**src/rtl/led_pkg.sv**
```systemverilog
// rtl/led_pkg.sv - shared types and constants for the LED pattern sequencer
package led_pkg;

  typedef enum logic [1:0] {
    MODE_BLINK  = 2'd0,
    MODE_CHASE  = 2'd1,
    MODE_BOUNCE = 2'd2,
    MODE_COUNT  = 2'd3
  } mode_e;

  typedef enum logic {
    DIR_UP   = 1'b0,
    DIR_DOWN = 1'b1
  } dir_e;

  localparam int PWM_W = 4;

endpackage

```
**src/rtl/led_tick_gen.sv**
```systemverilog
// rtl/led_tick_gen.sv - prescaler producing the pattern-step strobe
module led_tick_gen #(
  parameter int BASE_DIV_LOG2 = 20
) (
  input  logic       clk,
  input  logic       resetn,
  input  logic [1:0] speed,
  input  logic       pause,
  input  logic       clear,
  output logic       step
);

  localparam int CW = BASE_DIV_LOG2 + 3;

  logic [CW-1:0] count;
  logic [CW-1:0] terminal;

  // At SPEED=3 the shift overflows to zero and the subtraction wraps to all-ones, the correct terminal.
  always_comb terminal = (CW'(1) << (BASE_DIV_LOG2 + int'(speed))) - CW'(1);

  // >= lets a speed reduction below the current count fire on the next cycle.
  assign step = !clear && !pause && (count >= terminal);

  always_ff @(posedge clk) begin
    if (!resetn) begin
      count <= '0;
    end else if (clear) begin
      count <= '0;
    end else if (!pause) begin
      if (count >= terminal) count <= '0;
      else                   count <= count + CW'(1);
    end
  end

endmodule

```
**src/rtl/led_sequencer.sv**
```systemverilog
// rtl/led_sequencer.sv - LED pattern generator (blink/chase/bounce/count); LED_PWM_EN adds BRIGHT dimming
module led_sequencer
  import led_pkg::*;
#(
  parameter int NUM_LEDS      = 8,
  parameter int BASE_DIV_LOG2 = 20
) (
  input  logic                CLOCK_50,
  input  logic                RESET_N,
  input  logic [1:0]          MODE,
  input  logic [1:0]          SPEED,
  input  logic                PAUSE,
`ifdef LED_PWM_EN
  input  logic [PWM_W-1:0]    BRIGHT,
`endif
  output logic [NUM_LEDS-1:0] LEDG,
  output logic                TICK
);

  localparam logic [NUM_LEDS-1:0] ONE = NUM_LEDS'(1);
  // Bounce turnaround targets; both collapse to bit0 when there is a single LED.
  localparam int TURN_DOWN = (NUM_LEDS > 1) ? NUM_LEDS - 2 : 0;
  localparam int TURN_UP   = (NUM_LEDS > 1) ? 1 : 0;

  mode_e               mode_in;
  mode_e               mode_q;
  dir_e                dir_q;
  dir_e                dir_d;
  logic [NUM_LEDS-1:0] pattern_q;
  logic [NUM_LEDS-1:0] pattern_d;
  logic                mode_chg;
  logic                step;

  assign mode_in  = mode_e'(MODE);
  assign mode_chg = (mode_in != mode_q);

  led_tick_gen #(
    .BASE_DIV_LOG2(BASE_DIV_LOG2)
  ) u_tick_gen (
    .clk    (CLOCK_50),
    .resetn (RESET_N),
    .speed  (SPEED),
    .pause  (PAUSE),
    .clear  (mode_chg),
    .step   (step)
  );

  always_comb begin
    pattern_d = pattern_q;
    dir_d     = dir_q;
    if (mode_chg) begin
      dir_d     = DIR_UP;
      pattern_d = (mode_in == MODE_CHASE || mode_in == MODE_BOUNCE) ? ONE : '0;
    end else if (step) begin
      case (mode_q)
        MODE_BLINK: pattern_d = ~pattern_q;
        MODE_CHASE: pattern_d = (pattern_q << 1) | (pattern_q >> (NUM_LEDS - 1));
        MODE_BOUNCE: begin
          if (dir_q == DIR_UP) begin
            if (pattern_q[NUM_LEDS-1]) begin
              dir_d     = DIR_DOWN;
              pattern_d = ONE << TURN_DOWN;
            end else begin
              pattern_d = pattern_q << 1;
            end
          end else begin
            if (pattern_q[0]) begin
              dir_d     = DIR_UP;
              pattern_d = ONE << TURN_UP;
            end else begin
              pattern_d = pattern_q >> 1;
            end
          end
        end
        default: pattern_d = pattern_q + ONE;
      endcase
    end
  end

  always_ff @(posedge CLOCK_50) begin
    if (!RESET_N) begin
      mode_q    <= MODE_BLINK;
      pattern_q <= '0;
      dir_q     <= DIR_UP;
      TICK      <= 1'b0;
    end else begin
      mode_q    <= mode_in;
      pattern_q <= pattern_d;
      dir_q     <= dir_d;
      TICK      <= step;
    end
  end

`ifdef LED_PWM_EN
  logic [PWM_W-1:0] pwm_cnt;

  // Gate the next pattern so a new step still appears on LEDG in the same cycle as TICK.
  always_ff @(posedge CLOCK_50) begin
    if (!RESET_N) begin
      pwm_cnt <= '0;
      LEDG    <= '0;
    end else begin
      pwm_cnt <= pwm_cnt + PWM_W'(1);
      LEDG    <= pattern_d & {NUM_LEDS{pwm_cnt < BRIGHT}};
    end
  end
`else
  assign LEDG = pattern_q;
`endif

endmodule

```
**config.mk**
```make
export PLATFORM = sky130hd
export DESIGN_NAME = led_sequencer
export DESIGN_NICKNAME = d
export VERILOG_FILES = /design/src/rtl/led_pkg.sv /design/src/rtl/led_tick_gen.sv /design/src/rtl/led_sequencer.sv
export SDC_FILE = /design/constraint.sdc
export NUM_CORES = 1
export LEC_CHECK = 0
export ABC_AREA = 1
export BUFFER_PORTS_ARGS = -buffer_cell sky130_fd_sc_hd__clkbuf_2
export CAP_MARGIN = 20
export CORE_MARGIN = 1.5
export CORE_UTILIZATION = 30
export CTS_BUF_LIST = sky130_fd_sc_hd__clkbuf_8
export DETAILED_ROUTE_END_ITERATION = 16
export MAX_ROUTING_LAYER = met4
export RECOVER_POWER = 100
export SETUP_SLACK_MARGIN = 0.4
export SLEW_MARGIN = 20
export SYNTH_ARGS = -nofsm -noshare
export SYNTH_HDL_FRONTEND = slang
export SYNTH_SLANG_ARGS = --single-unit
```
**constraint.sdc**
```tcl
create_clock -name CLOCK_50 -period 4 [get_ports CLOCK_50]
set_clock_uncertainty 0.05 [all_clocks]
set_input_delay 0.8 -clock CLOCK_50 [delete_from_list [all_inputs] [get_ports CLOCK_50]]
set_output_delay 0.8 -clock CLOCK_50 [all_outputs]
set_load 0.005 [all_outputs]
```
==> results_tabular.tex <==
\begin{tabular}{lr}
\hline
Metric & Value \\
\hline
\multicolumn{2}{l}{\textbf{Layout}} \\
Most frequent cells in the layout & 72 x nand2\_1, 53 x nor2\_1, 44 x inv\_1, 35 x dfxtp\_1, 28 x nand3\_1 \\
Fraction of layout cells with a size suffix above 1 & 0.0917 \\
Area delta synth->final & 9.27\% \\
Most common library cell in the layout ignoring fill and taps & nand2\_1 \\
Final net count & 361 \\
Final instance count without filler cells & 448 \\
Antenna Diode Count & 0 \\
\multicolumn{2}{l}{\textbf{Setup path}} \\
Largest fanout of any net on the critical path & 25 \\
CP Buf/Inv Count & 2 \\
Cell-by-cell listing of the critical path & clkbuf\_1 -> inv\_1 -> ha\_1 -> a21o\_1 -> a21oi\_1 -> nand3\_1 -> nand2\_4 -> nand2\_1 -> o21ai\_0 \\
Critical path data arrival time & 2.92 ns \\
Crit path max-delay family & simple AND/OR/NAND/NOR gates \\
Critical Path Max Stage Delay & 0.56 ns \\
Critical path class & in -> reg \\
Startpoint types & input pin \\
Cell at the slowest stage of the critical path & nand2\_1 \\
CP Data Required Time & 4.15 ns \\
Kind of capture point of the worst setup path & register \\
\multicolumn{2}{l}{\textbf{Detailed routing}} \\
Vias & 2084 \\
Wire length on met2 & 2290 µm \\
Met3 Wirelength & 181 µm \\
Total routed wire length on the met1 layer & 2510 µm \\
Overall routed net length & 5070 µm \\
Remaining number of nets flagged by the antenna check after routing & 0 \\
Number of iterations in the first detailed-routing pass & 4 \\
Average routed wire per standard cell & 11.3 µm \\
DRC violation count after routing & 0 \\
Via density per instance & 4.65 \\
Iter 0 DRT Violations & 144 \\
Highest metal layer with signal wires & met4 \\
\multicolumn{2}{l}{\textbf{Logic synthesis}} \\
Syn avg cell area & 6.70 µm² \\
Count of state elements after synthesis & 35 \\
Number of standard cells after synthesis & 332 \\
Register area share after synthesis & 0.315 \\
Top area cells in the synthesized netlist & dfxtp\_1 31\%, nand2\_1 12\%, nor2\_1 8.9\% \\
Most area-hungry cell type in the Yosys netlist & dfxtp\_1 \\
Yosys warns & 0 \\
Number of synthesized flops with an enable pin & 0 \\
Share of Yosys cell area claimed by the top area cell type & 0.315 \\
Synthesized Nets & 345 \\
Synth async-reset ratio & 0 \\
Top flip-flop cell by instance count after synthesis & dfxtp\_1 \\
Synth unique cells & 35 \\
Post-synth design cell area & 0.00223 mm² \\
\multicolumn{2}{l}{\textbf{Timing}} \\
Total count of hold-check failures in the final report & 0 \\
RSZ-0062 raised after global routing & false \\
Post-route worst hold slack & 0.473 ns \\
Relative max-transition margin & 0.354 \\
Transition time at the pin with the least slew margin & 0.967 ns \\
Shortest period the worst path allows & 2.77 ns \\
\# setup viols final & 0 \\
Summed negative setup slack over all endpoints & 0 ns \\
Maximum clock rate & 361 MHz \\
Final Slew Violations & 0 \\
Final clock period utilization by the worst path & 0.693 \\
Final WS setup & 1.23 ns \\
\multicolumn{2}{l}{\textbf{Power and ir drop}} \\
Leakage dissipation & 0.980 nW \\
Power after layout & 0.000702 W \\
Power per cell area & 288 mW/mm² \\
Peak supply drop & 0.0000992 V \\
\multicolumn{2}{l}{\textbf{CTS}} \\
H-tree depth & 2 \\
TritonCTS buffer count & 5 \\
Number of gates resized after CTS & 0 \\
CTS clk-pin slew, worst paths & 0.07 ns \\
Post-CTS setup buffer count & 0 \\
Worst-skew pair later-pin latency & 0.29 ns \\
Clock root buffer & clkbuf\_8 \\
Buffers from clock root to sink, at most & 2 \\
CTS tree & yes \\
CTS sink cnt & 35 \\
Number of buffers added to fix hold violations after cts & 0 \\
\multicolumn{2}{l}{\textbf{Global routing}} \\
Maximum number of pins on one net before global-route repair & 26 \\
Grt total ovfl & 0 \\
Initial antenna violation count & 0 \\
Number of global-route vias before repair & 1868 \\
Combined global-route utilization of all metal layers & 0.140 \\
Global-route wire length before repair & 8420 µm \\
\multicolumn{2}{l}{\textbf{Placed design}} \\
Routability-driven placement congestion ratio & 0.914 \\
Placed cell count & 440 \\
Count of input and output buffers & 15 \\
Estimated wirelength of the detail-placed design & 3820 µm \\
Pre-CTS setup slack & 1.49 ns \\
\multicolumn{2}{l}{\textbf{Die}} \\
Placeable core area & 0.00721 mm² \\
Effective utilization at floorplan & 0.309 \\
Die Ht & 89.1 µm \\
Die W & 89.1 µm \\
Die outline area & 0.00795 mm² \\
Number of placement rows & 31 \\
Number of I/O pins & 16 \\
\multicolumn{2}{l}{\textbf{Status}} \\
Run status & finished clean \\
\multicolumn{2}{l}{\textbf{Run}} \\
Maximum Capacitance Violations & 0 \\
\multicolumn{2}{l}{\textbf{Hold path}} \\
Worst min path class & reg -> reg \\
\hline
\end{tabular}
worst paths after layout:
path	cells after the start	start	to	slack, ns
min	2	u_tick_gen.count[8]	u_tick_gen.count[8]	0.47
max	9	SPEED[1]	LEDG[3]	1.23
max reg2reg	11	u_tick_gen.count[12]	LEDG[0]	1.52
min reg2reg	2	u_tick_gen.count[8]	u_tick_gen.count[8]	0.47
state kept, by name, indices dropped and copies added, names as in the netlist:
register,flops
dir_q,1
LEDG,8
u_tick_gen.count,23
mode_q,2
TICK,1
layout make-up:
class	instances	area, µm²
Clock buffer	7	96.3
Multi-Input combinational cell	246	1270
Sequential cell	35	701
Clock inverter	1	3.75
Timing Repair Buffer	15	72.6
Tap cell	99	124
Inverter	45	169
Fill cell	789	4780
power by group:
group,total (W),switching [W],internal [W]
registers,0.000358,0.00000604,0.000352
clock network,0.000285,0.000130,0.000155
logic,0.0000591,0.0000393,0.0000199
total,0.000702,0.000176,0.000526
per-layer routing:
metal  global-route usage  vias up
met2                0.218       44
met1                0.181      928
met3               0.0305        8
met4               0.0448        0
li1                     -     1104
met5                    -        -
through the flow:
stage,area (µm²),utilization
global placement,2370,0.328
detailed placement,2370,0.328
global route,2430,0.337
finish,2430,0.337
CTS,2470,0.342
floorplan,2230,-
synthesized netlist by cell type, types with 2 or more instances:
| cell type | number |
|---|---|
| nand2_1 | 70 |
| o21ai_0 | 11 |
| o211ai_1 | 3 |
| nand2_4 | 2 |
| xnor2_1 | 7 |
| nor3_1 | 8 |
| a31oi_1 | 3 |
| ha_1 | 6 |
| inv_1 | 43 |
| xor2_1 | 9 |
| nor2_1 | 53 |
| nor3_2 | 5 |
| dfxtp_1 | 35 |
| buf_6 | 4 |
| a21oi_1 | 12 |
| nand3_1 | 27 |
| o22ai_1 | 3 |
| buf_2 | 2 |
| nor2_2 | 5 |
| nand4_1 | 9 |
cells by family (layout without fill, tap and decap cells):
logic type,Yosys count,after routing,share of synthesized area
AND/OR/NAND/NOR,188,188,0.395
flip-flops,35,35,0.315
XOR/XNOR,16,16,0.0630
buffers and inverters,51,68,0.101
adder cells (fa/ha/maj),6,6,0.0337
AO/OA/AOI/OAI,36,36,0.0933
tightest hold or removal path, stage by stage, from the launching register on:
cell and delay (ns):
dfxtp_1 0.33, nor2_1 0.10, nor3_1 0.05
No activity file was read; power rests on OpenSTA's default activity.
